### src/rtl/cnn_pkg.sv
// Shared CNN-block definitions: pooling controller state encoding and default widths.
package cnn_pkg;

  localparam int unsigned DEFAULT_WIDTH = 8;
  localparam int unsigned CNT_W         = 11;

  localparam logic [1:0] IDLE  = 2'd0;
  localparam logic [1:0] RUN   = 2'd1;
  localparam logic [1:0] DRAIN = 2'd2;
  localparam logic [1:0] DONE  = 2'd3;

  typedef enum logic [1:0] {
    ST_IDLE  = IDLE,
    ST_RUN   = RUN,
    ST_DRAIN = DRAIN,
    ST_DONE  = DONE
  } state_t;

endpackage

### src/rtl/maxpool2x2_ctrl_if.sv
// Pixel stream, line-buffer tap and pooled-result stream of the max-pool controller.
interface maxpool2x2_ctrl_if
  import cnn_pkg::*;
#(
  parameter int unsigned WIDTH = DEFAULT_WIDTH
);

  logic             s_valid;
  logic             s_ready;
  logic [WIDTH-1:0] s_data;
  logic             lb_valid_in;
  logic [WIDTH-1:0] lb_din;
  logic [WIDTH-1:0] lb_top;
  logic             m_valid;
  logic             m_ready;
  logic [WIDTH-1:0] m_data;

  // Controller side
  modport master (
    input  s_valid, s_data, lb_top, m_ready,
    output s_ready, lb_valid_in, lb_din, m_valid, m_data
  );

  // Environment side: upstream source, line buffer and downstream sink
  modport slave (
    output s_valid, s_data, lb_top, m_ready,
    input  s_ready, lb_valid_in, lb_din, m_valid, m_data
  );

endinterface

### src/rtl/max2u.sv
// Combinational unsigned two-input maximum.
module max2u #(
  parameter int unsigned WIDTH = 8
) (
  input  logic [WIDTH-1:0] a,
  input  logic [WIDTH-1:0] b,
  output logic [WIDTH-1:0] y_c
);

  assign y_c = (a >= b) ? a : b;

endmodule

### src/rtl/maxpool2x2_ctrl.sv
// Frame sequencer and 2x2 / stride-2 max-pool scheduler around an external line buffer.
module maxpool2x2_ctrl
  import cnn_pkg::*;
#(
  parameter int unsigned WIDTH   = DEFAULT_WIDTH,
  parameter int unsigned COL_NUM = 10,
  parameter int unsigned ROW_NUM = 10
) (
  input  logic clk,
  input  logic rst_n,
  input  logic start,
  output logic busy,
  output logic done,
  maxpool2x2_ctrl_if.master bus
);

  localparam logic [CNT_W-1:0] COL_LAST = CNT_W'(COL_NUM - 1);
  localparam logic [CNT_W-1:0] ROW_LAST = CNT_W'(ROW_NUM - 1);

  state_t           state_q;
  state_t           state_d;
  logic [CNT_W-1:0] col_q;
  logic [CNT_W-1:0] row_q;
  logic [WIDTH-1:0] left_max_q;
  logic [WIDTH-1:0] m_data_q;
  logic             m_valid_q;
  logic             busy_q;
  logic             done_q;

  logic             s_ready_c;
  logic             acc_c;
  logic             frame_start_c;
  logic             col_wrap_c;
  logic             last_px_c;
  logic             out_ld_c;
  logic [WIDTH-1:0] top_in_max_c;
  logic [WIDTH-1:0] right_pair_c;
  logic [WIDTH-1:0] win_max_c;

  assign acc_c         = bus.s_valid & s_ready_c;
  assign frame_start_c = (state_q == ST_IDLE) & start;
  assign col_wrap_c    = (col_q == COL_LAST);
  assign last_px_c     = col_wrap_c & (row_q == ROW_LAST);
  assign out_ld_c      = acc_c & col_q[0] & row_q[0];

  // Line buffer is fed with no added latency so its column tap stays aligned.
  assign bus.s_ready     = s_ready_c;
  assign bus.lb_valid_in = acc_c;
  assign bus.lb_din      = bus.s_data;
  assign bus.m_valid     = m_valid_q;
  assign bus.m_data      = m_data_q;
  assign busy            = busy_q;
  assign done            = done_q;

  // Column pair max, and the three-way max that closes a window.
  max2u #(.WIDTH(WIDTH)) u_max_cur   (.a(bus.lb_top),  .b(bus.s_data), .y_c(top_in_max_c));
  max2u #(.WIDTH(WIDTH)) u_max_right (.a(left_max_q),  .b(bus.lb_top), .y_c(right_pair_c));
  max2u #(.WIDTH(WIDTH)) u_max_win   (.a(right_pair_c), .b(bus.s_data), .y_c(win_max_c));

  // State register
  always_ff @(posedge clk or negedge rst_n) begin
    if (!rst_n) state_q <= ST_IDLE;
    else        state_q <= state_d;
  end

  // Next-state and upstream ready; upstream stalls while a result is still held.
  always_comb begin
    state_d   = state_q;
    s_ready_c = 1'b0;
    case (state_q)
      ST_IDLE:  if (start) state_d = ST_RUN;
      ST_RUN: begin
        s_ready_c = ~m_valid_q | bus.m_ready;
        if (bus.s_valid && s_ready_c && last_px_c) state_d = ST_DRAIN;
      end
      ST_DRAIN: if (!m_valid_q || bus.m_ready) state_d = ST_DONE;
      ST_DONE:  state_d = ST_IDLE;
      default:  state_d = ST_IDLE;
    endcase
  end

  // Raster position counters and the left-column max of the current window.
  always_ff @(posedge clk or negedge rst_n) begin
    if (!rst_n) begin
      col_q      <= '0;
      row_q      <= '0;
      left_max_q <= '0;
    end else if (frame_start_c) begin
      col_q      <= '0;
      row_q      <= '0;
      left_max_q <= '0;
    end else if (acc_c) begin
      if (col_wrap_c) begin
        col_q <= '0;
        row_q <= (row_q == ROW_LAST) ? '0 : row_q + CNT_W'(1);
      end else begin
        col_q <= col_q + CNT_W'(1);
      end
      if (!col_q[0]) left_max_q <= top_in_max_c;
    end
  end

  // Result register; a load wins over a same-cycle consume.
  always_ff @(posedge clk or negedge rst_n) begin
    if (!rst_n) begin
      m_valid_q <= 1'b0;
      m_data_q  <= '0;
    end else if (out_ld_c) begin
      m_valid_q <= 1'b1;
      m_data_q  <= win_max_c;
    end else if (m_valid_q && bus.m_ready) begin
      m_valid_q <= 1'b0;
    end
  end

  // Registered status flags derived from the upcoming state.
  always_ff @(posedge clk or negedge rst_n) begin
    if (!rst_n) begin
      busy_q <= 1'b0;
      done_q <= 1'b0;
    end else begin
      busy_q <= (state_d == ST_RUN) || (state_d == ST_DRAIN);
      done_q <= (state_d == ST_DONE);
    end
  end

endmodule

### src/flat_wrapper.sv
// flat-port wrapper written by rule: the top's interface ports become plain ports
module maxpool2x2_ctrl_flat import cnn_pkg::*;
#(
  parameter int unsigned WIDTH   = DEFAULT_WIDTH,
  parameter int unsigned COL_NUM = 10,
  parameter int unsigned ROW_NUM = 10
)
  (clk, rst_n, start, busy, done, bus_s_valid, bus_s_data, bus_lb_top, bus_m_ready, bus_s_ready, bus_lb_valid_in, bus_lb_din, bus_m_valid, bus_m_data);
  maxpool2x2_ctrl_if #(.WIDTH(WIDTH)) bus_i ();
  input  logic clk;
  input  logic rst_n;
  input  logic start;
  output logic busy;
  output logic done;
  input wire logic [$bits(bus_i.s_valid)-1:0] bus_s_valid;
  input wire logic [$bits(bus_i.s_data)-1:0] bus_s_data;
  input wire logic [$bits(bus_i.lb_top)-1:0] bus_lb_top;
  input wire logic [$bits(bus_i.m_ready)-1:0] bus_m_ready;
  output wire logic [$bits(bus_i.s_ready)-1:0] bus_s_ready;
  output wire logic [$bits(bus_i.lb_valid_in)-1:0] bus_lb_valid_in;
  output wire logic [$bits(bus_i.lb_din)-1:0] bus_lb_din;
  output wire logic [$bits(bus_i.m_valid)-1:0] bus_m_valid;
  output wire logic [$bits(bus_i.m_data)-1:0] bus_m_data;
  assign bus_i.s_valid = bus_s_valid;
  assign bus_i.s_data = bus_s_data;
  assign bus_i.lb_top = bus_lb_top;
  assign bus_i.m_ready = bus_m_ready;
  assign bus_s_ready = bus_i.s_ready;
  assign bus_lb_valid_in = bus_i.lb_valid_in;
  assign bus_lb_din = bus_i.lb_din;
  assign bus_m_valid = bus_i.m_valid;
  assign bus_m_data = bus_i.m_data;
  maxpool2x2_ctrl #(.WIDTH(WIDTH), .COL_NUM(COL_NUM), .ROW_NUM(ROW_NUM)) u_core (.clk(clk), .rst_n(rst_n), .start(start), .busy(busy), .done(done), .bus(bus_i));
endmodule
### config.mk
export PLATFORM = sky130hd
export DESIGN_NAME = maxpool2x2_ctrl_flat
export DESIGN_NICKNAME = d
export VERILOG_FILES = /design/src/rtl/cnn_pkg.sv /design/src/rtl/maxpool2x2_ctrl_if.sv /design/src/rtl/max2u.sv /design/src/rtl/maxpool2x2_ctrl.sv /design/src/flat_wrapper.sv
export SDC_FILE = /design/constraint.sdc
export NUM_CORES = 1
export LEC_CHECK = 0
export CORE_ASPECT_RATIO = 0.9
export CORE_MARGIN = 4
export CORE_UTILIZATION = 45
export CTS_CLUSTER_SIZE = 40
export DETAILED_ROUTE_END_ITERATION = 8
export MAX_ROUTING_LAYER = met4
export PLACE_DENSITY = 0.76
export RECOVER_POWER = 50
export SETUP_SLACK_MARGIN = 0.5
export SLEW_MARGIN = 20
export SYNTH_ARGS = -nofsm -noshare
export SYNTH_HDL_FRONTEND = slang
export SYNTH_SLANG_ARGS = --single-unit
### constraint.sdc
create_clock -name clk -period 9 [get_ports clk]
set_input_delay 2.7 -clock clk [delete_from_list [all_inputs] [get_ports clk]]
set_output_delay 2.7 -clock clk [all_outputs]
set_load 0.02 [all_outputs]
==> metrics.yaml <==
status:
  status: "finished, violations left"
  violations: "max-capacitance violations, max-slew violations"
sta:
  final-setup-viol-count: 0
  drv_slew: 44
  finalCritPeriodShare: 0.785
  holdWs_ns: 0.509
  fmax_mhz: 142
  grt_setup_unrepaired: "false"
  period_needed_ns: 7.06
  fin_setup_tns_ns: 0
  worst_slew_pin_slew_ns: 2.27
  skew_ns: 0.00890
  max_slew_margin: -0.515
  final_hold_viol_count: 0
detailed_routing:
  drc: 0
  wl_met1_mm: 3.40
  routed-wl-met2_mm: 3.35
  dr.pass1.iters: 4
  route.met3.wl_um: 252
  final_antenna_net_count: 0
  wl_per_cell_um: 15.5
  drt_iter0_markers: 170
  num_vias: 2585
  top_layer: "met4"
  vias_per_cell: 5.68
  drt-total-wl_mm: 7.06
yosys:
  ys_ff_latch: 43
  synth_cell_types: 54
  syn_nets: 384
  yosysMostFrequentCell: "dfrtp_1"
  synth_top_cells_by_count: "43 x dfrtp_1, 29 x ha_1, 29 x nand3_1"
  yosys.area.top_type: "dfrtp_1"
  synth_edf_count: 0
  synth_area_leaders: "dfrtp_1 35%, ha_1 12%, nand3_1 4.8%"
  netlist_area_um2: 3040
  syn_inst: 334
  avgSynthCellArea_um2: 9.11
  yosysSeqAreaShare: 0.354
  ys_async_sr_fraction: 1.00
  ys.flop_type: "dfrtp_1"
  yosysWarnings: 0
  synth_top_area_frac: 0.354
final_layout:
  fillers: 634
  drive_above_1_share: 0.0603
  final_util: 0.538
  final_nets: 414
  area_delta_synth_final_pct: 16.5
  antennaDiodeCount: 0
  final_cells: 455
clocking:
  clk_latency_ns: 0.30
  clockRootBuffer: "clkbuf_8"
  clk_path_buf_depth: 2
  postCtsSetupBuffers: 0
  ctsHoldBuffers: 0
  cts_resized: 0
  cts_tree: "done"
  cts.htree.levels: 2
  cts.clk_slew.worst_paths_ns: 0.08
  cts_buffers: 5
  clock-sinks: 43
critical_path:
  cpMaxStageDelayCell: "clkdlybuf4s50_1"
  start_kind: "input pin"
  crit_path_max_fanout: 9
  cp_cell_sequence: "dlygate4sd3_1 -> nor2b_1 -> nor3_4 -> clkdlybuf4s50_1"
  arrival_ns: 4.36
  worst_setup_path_end_kind: "output port"
  critPathTopFamily: "buffers and inverters"
  worstPathRequired_ns: 6.30
  critPathBufInv: 2
  cp_slowest_stage_delay_ns: 0.67
  criticalPathCategory: "in2out"
power_and_ir_drop:
  power_mw: 0.810
  power.density_nw_per_um2: 229
  p_leak_nw: 1.57
  ir_drop_mv: 0.0962
placement:
  gp_congestion: 0.856
  portBuffers: 41
  dp_hpwl_mm: 5.46
  dp_cells: 447
die:
  die_area_um2: 8140
  dieHeight_um: 86.0
  die_w_um: 94.7
  initial_utilization: 0.462
  core_um2: 6590
  rows: 28
  ios: 42
grt:
  grt_max_degree: 44
  antenna_found_initial: 0
  grt_use_total: 0.191
  grt-ovfl-total: 0
  grt_pass1_vias: 2487
  grt_pass1_wl_mm: 12.1
run:
  maxCapViolations: 1
hold_path:
  hold_path.class: "reg2reg"
report_power, final:
| group | switching, mW | internal [mW] | total [mW] |
|---|---|---|---|
| Sequential | 0.0576 | 0.250 | 0.308 |
| Combinational | 0.214 | 0.158 | 0.372 |
| Clock | 0.0750 | 0.0556 | 0.131 |
| Total | 0.346 | 0.463 | 0.810 |
routing by layer:
| layer | global-route usage | vias to the layer above |
|---|---|---|
| met5 | - | - |
| met1 | 0.264 | 1248 |
| met4 | 0.0367 | 0 |
| met2 | 0.298 | 55 |
| met3 | 0.0325 | 4 |
| li1 | - | 1278 |
through the flow:
stage	instance area (µm²)	setup slack, ns
2_1_floorplan	3040	3.15
3_3_place_gp	3450	2.00
3_5_place_dp	3450	1.97
4_1_cts	3540	1.97
5_1_grt	3540	1.85
6_report	3540	1.94
cells in the final DEF (no fill, tap or decap), types with 8 or more instances in the layout:
master / synthesis / final
dfrtp_1: 43 / 43
dlygate4sd3_1: 0 / 8
mux2i_1: 8 / 8
inv_1: 27 / 27
o21ai_0: 28 / 28
nor2_1: 18 / 18
nand3_1: 29 / 29
o211ai_1: 16 / 16
nand2_1: 27 / 27
ha_1: 29 / 29
and3_1: 9 / 9
clkdlybuf4s50_1: 0 / 32
registers in the layout, summed over array words and instances (netlist names):
signal and cells:
u_core.done 1, u_core.row_q 11, u_core.col_q 11, u_core.state_q 2, u_core.bus.m_data 8, u_core.left_max_q 8, u_core.busy 1, u_core.bus.m_valid 1
area by class of cell:
cell class / count / area [µm²] / area share
Tap cell: 90 / 113 / 0.0318
Multi-Input combinational cell: 246 / 1760 / 0.496
Sequential cell: 43 / 1080 / 0.304
Clock buffer: 5 / 68.8 / 0.0194
Clock inverter: 3 / 23.8 / 0.00671
Inverter: 27 / 101 / 0.0286
Timing Repair Buffer: 41 / 404 / 0.114
cells by family after synthesis:
kind of cell / Yosys count / share of synthesized area
AO/OA/AOI/OAI: 91 / 0.213
XOR/XNOR: 2 / 0.00576
adder cells (fa/ha/maj): 29 / 0.119
buffers and inverters: 45 / 0.0691
flip-flops: 43 / 0.354
multiplexers: 8 / 0.0263
AND/OR/NAND/NOR: 116 / 0.212
path summary, 6_finish.rpt:
path | startpoint | endpoint | cells past startpoint | slack (ns)
worst max register to register | u_core.left_max_q[0] | u_core.bus.m_data[0] | 13 | 5.22
worst max-delay path | bus_m_ready | bus_lb_valid_in | 4 | 1.94
worst min-delay path | u_core.bus.m_data[2] | u_core.bus.m_data[2] | 2 | 0.51
worst min register to register | u_core.bus.m_data[2] | u_core.bus.m_data[2] | 2 | 0.51
max in group asynchronous | rst_n | u_core.col_q[4] | 1 | 4.64
min in group asynchronous | rst_n | u_core.row_q[9] | 1 | 3.06
worst register-to-register path, stage by stage (launching register included):
cell	delay (ns)
dfrtp_1	0.37
inv_1	0.06
ha_1	0.25
nand2b_1	0.14
a2111oi_1	0.61
o41ai_4	0.27
mux2i_1	0.31
inv_1	0.08
ha_1	0.20
nor3b_1	0.25
o21ai_0	0.13
a21oi_1	0.49
nand2b_1	0.35
o211ai_1	0.13
No activity file was read; power rests on OpenSTA's default activity.
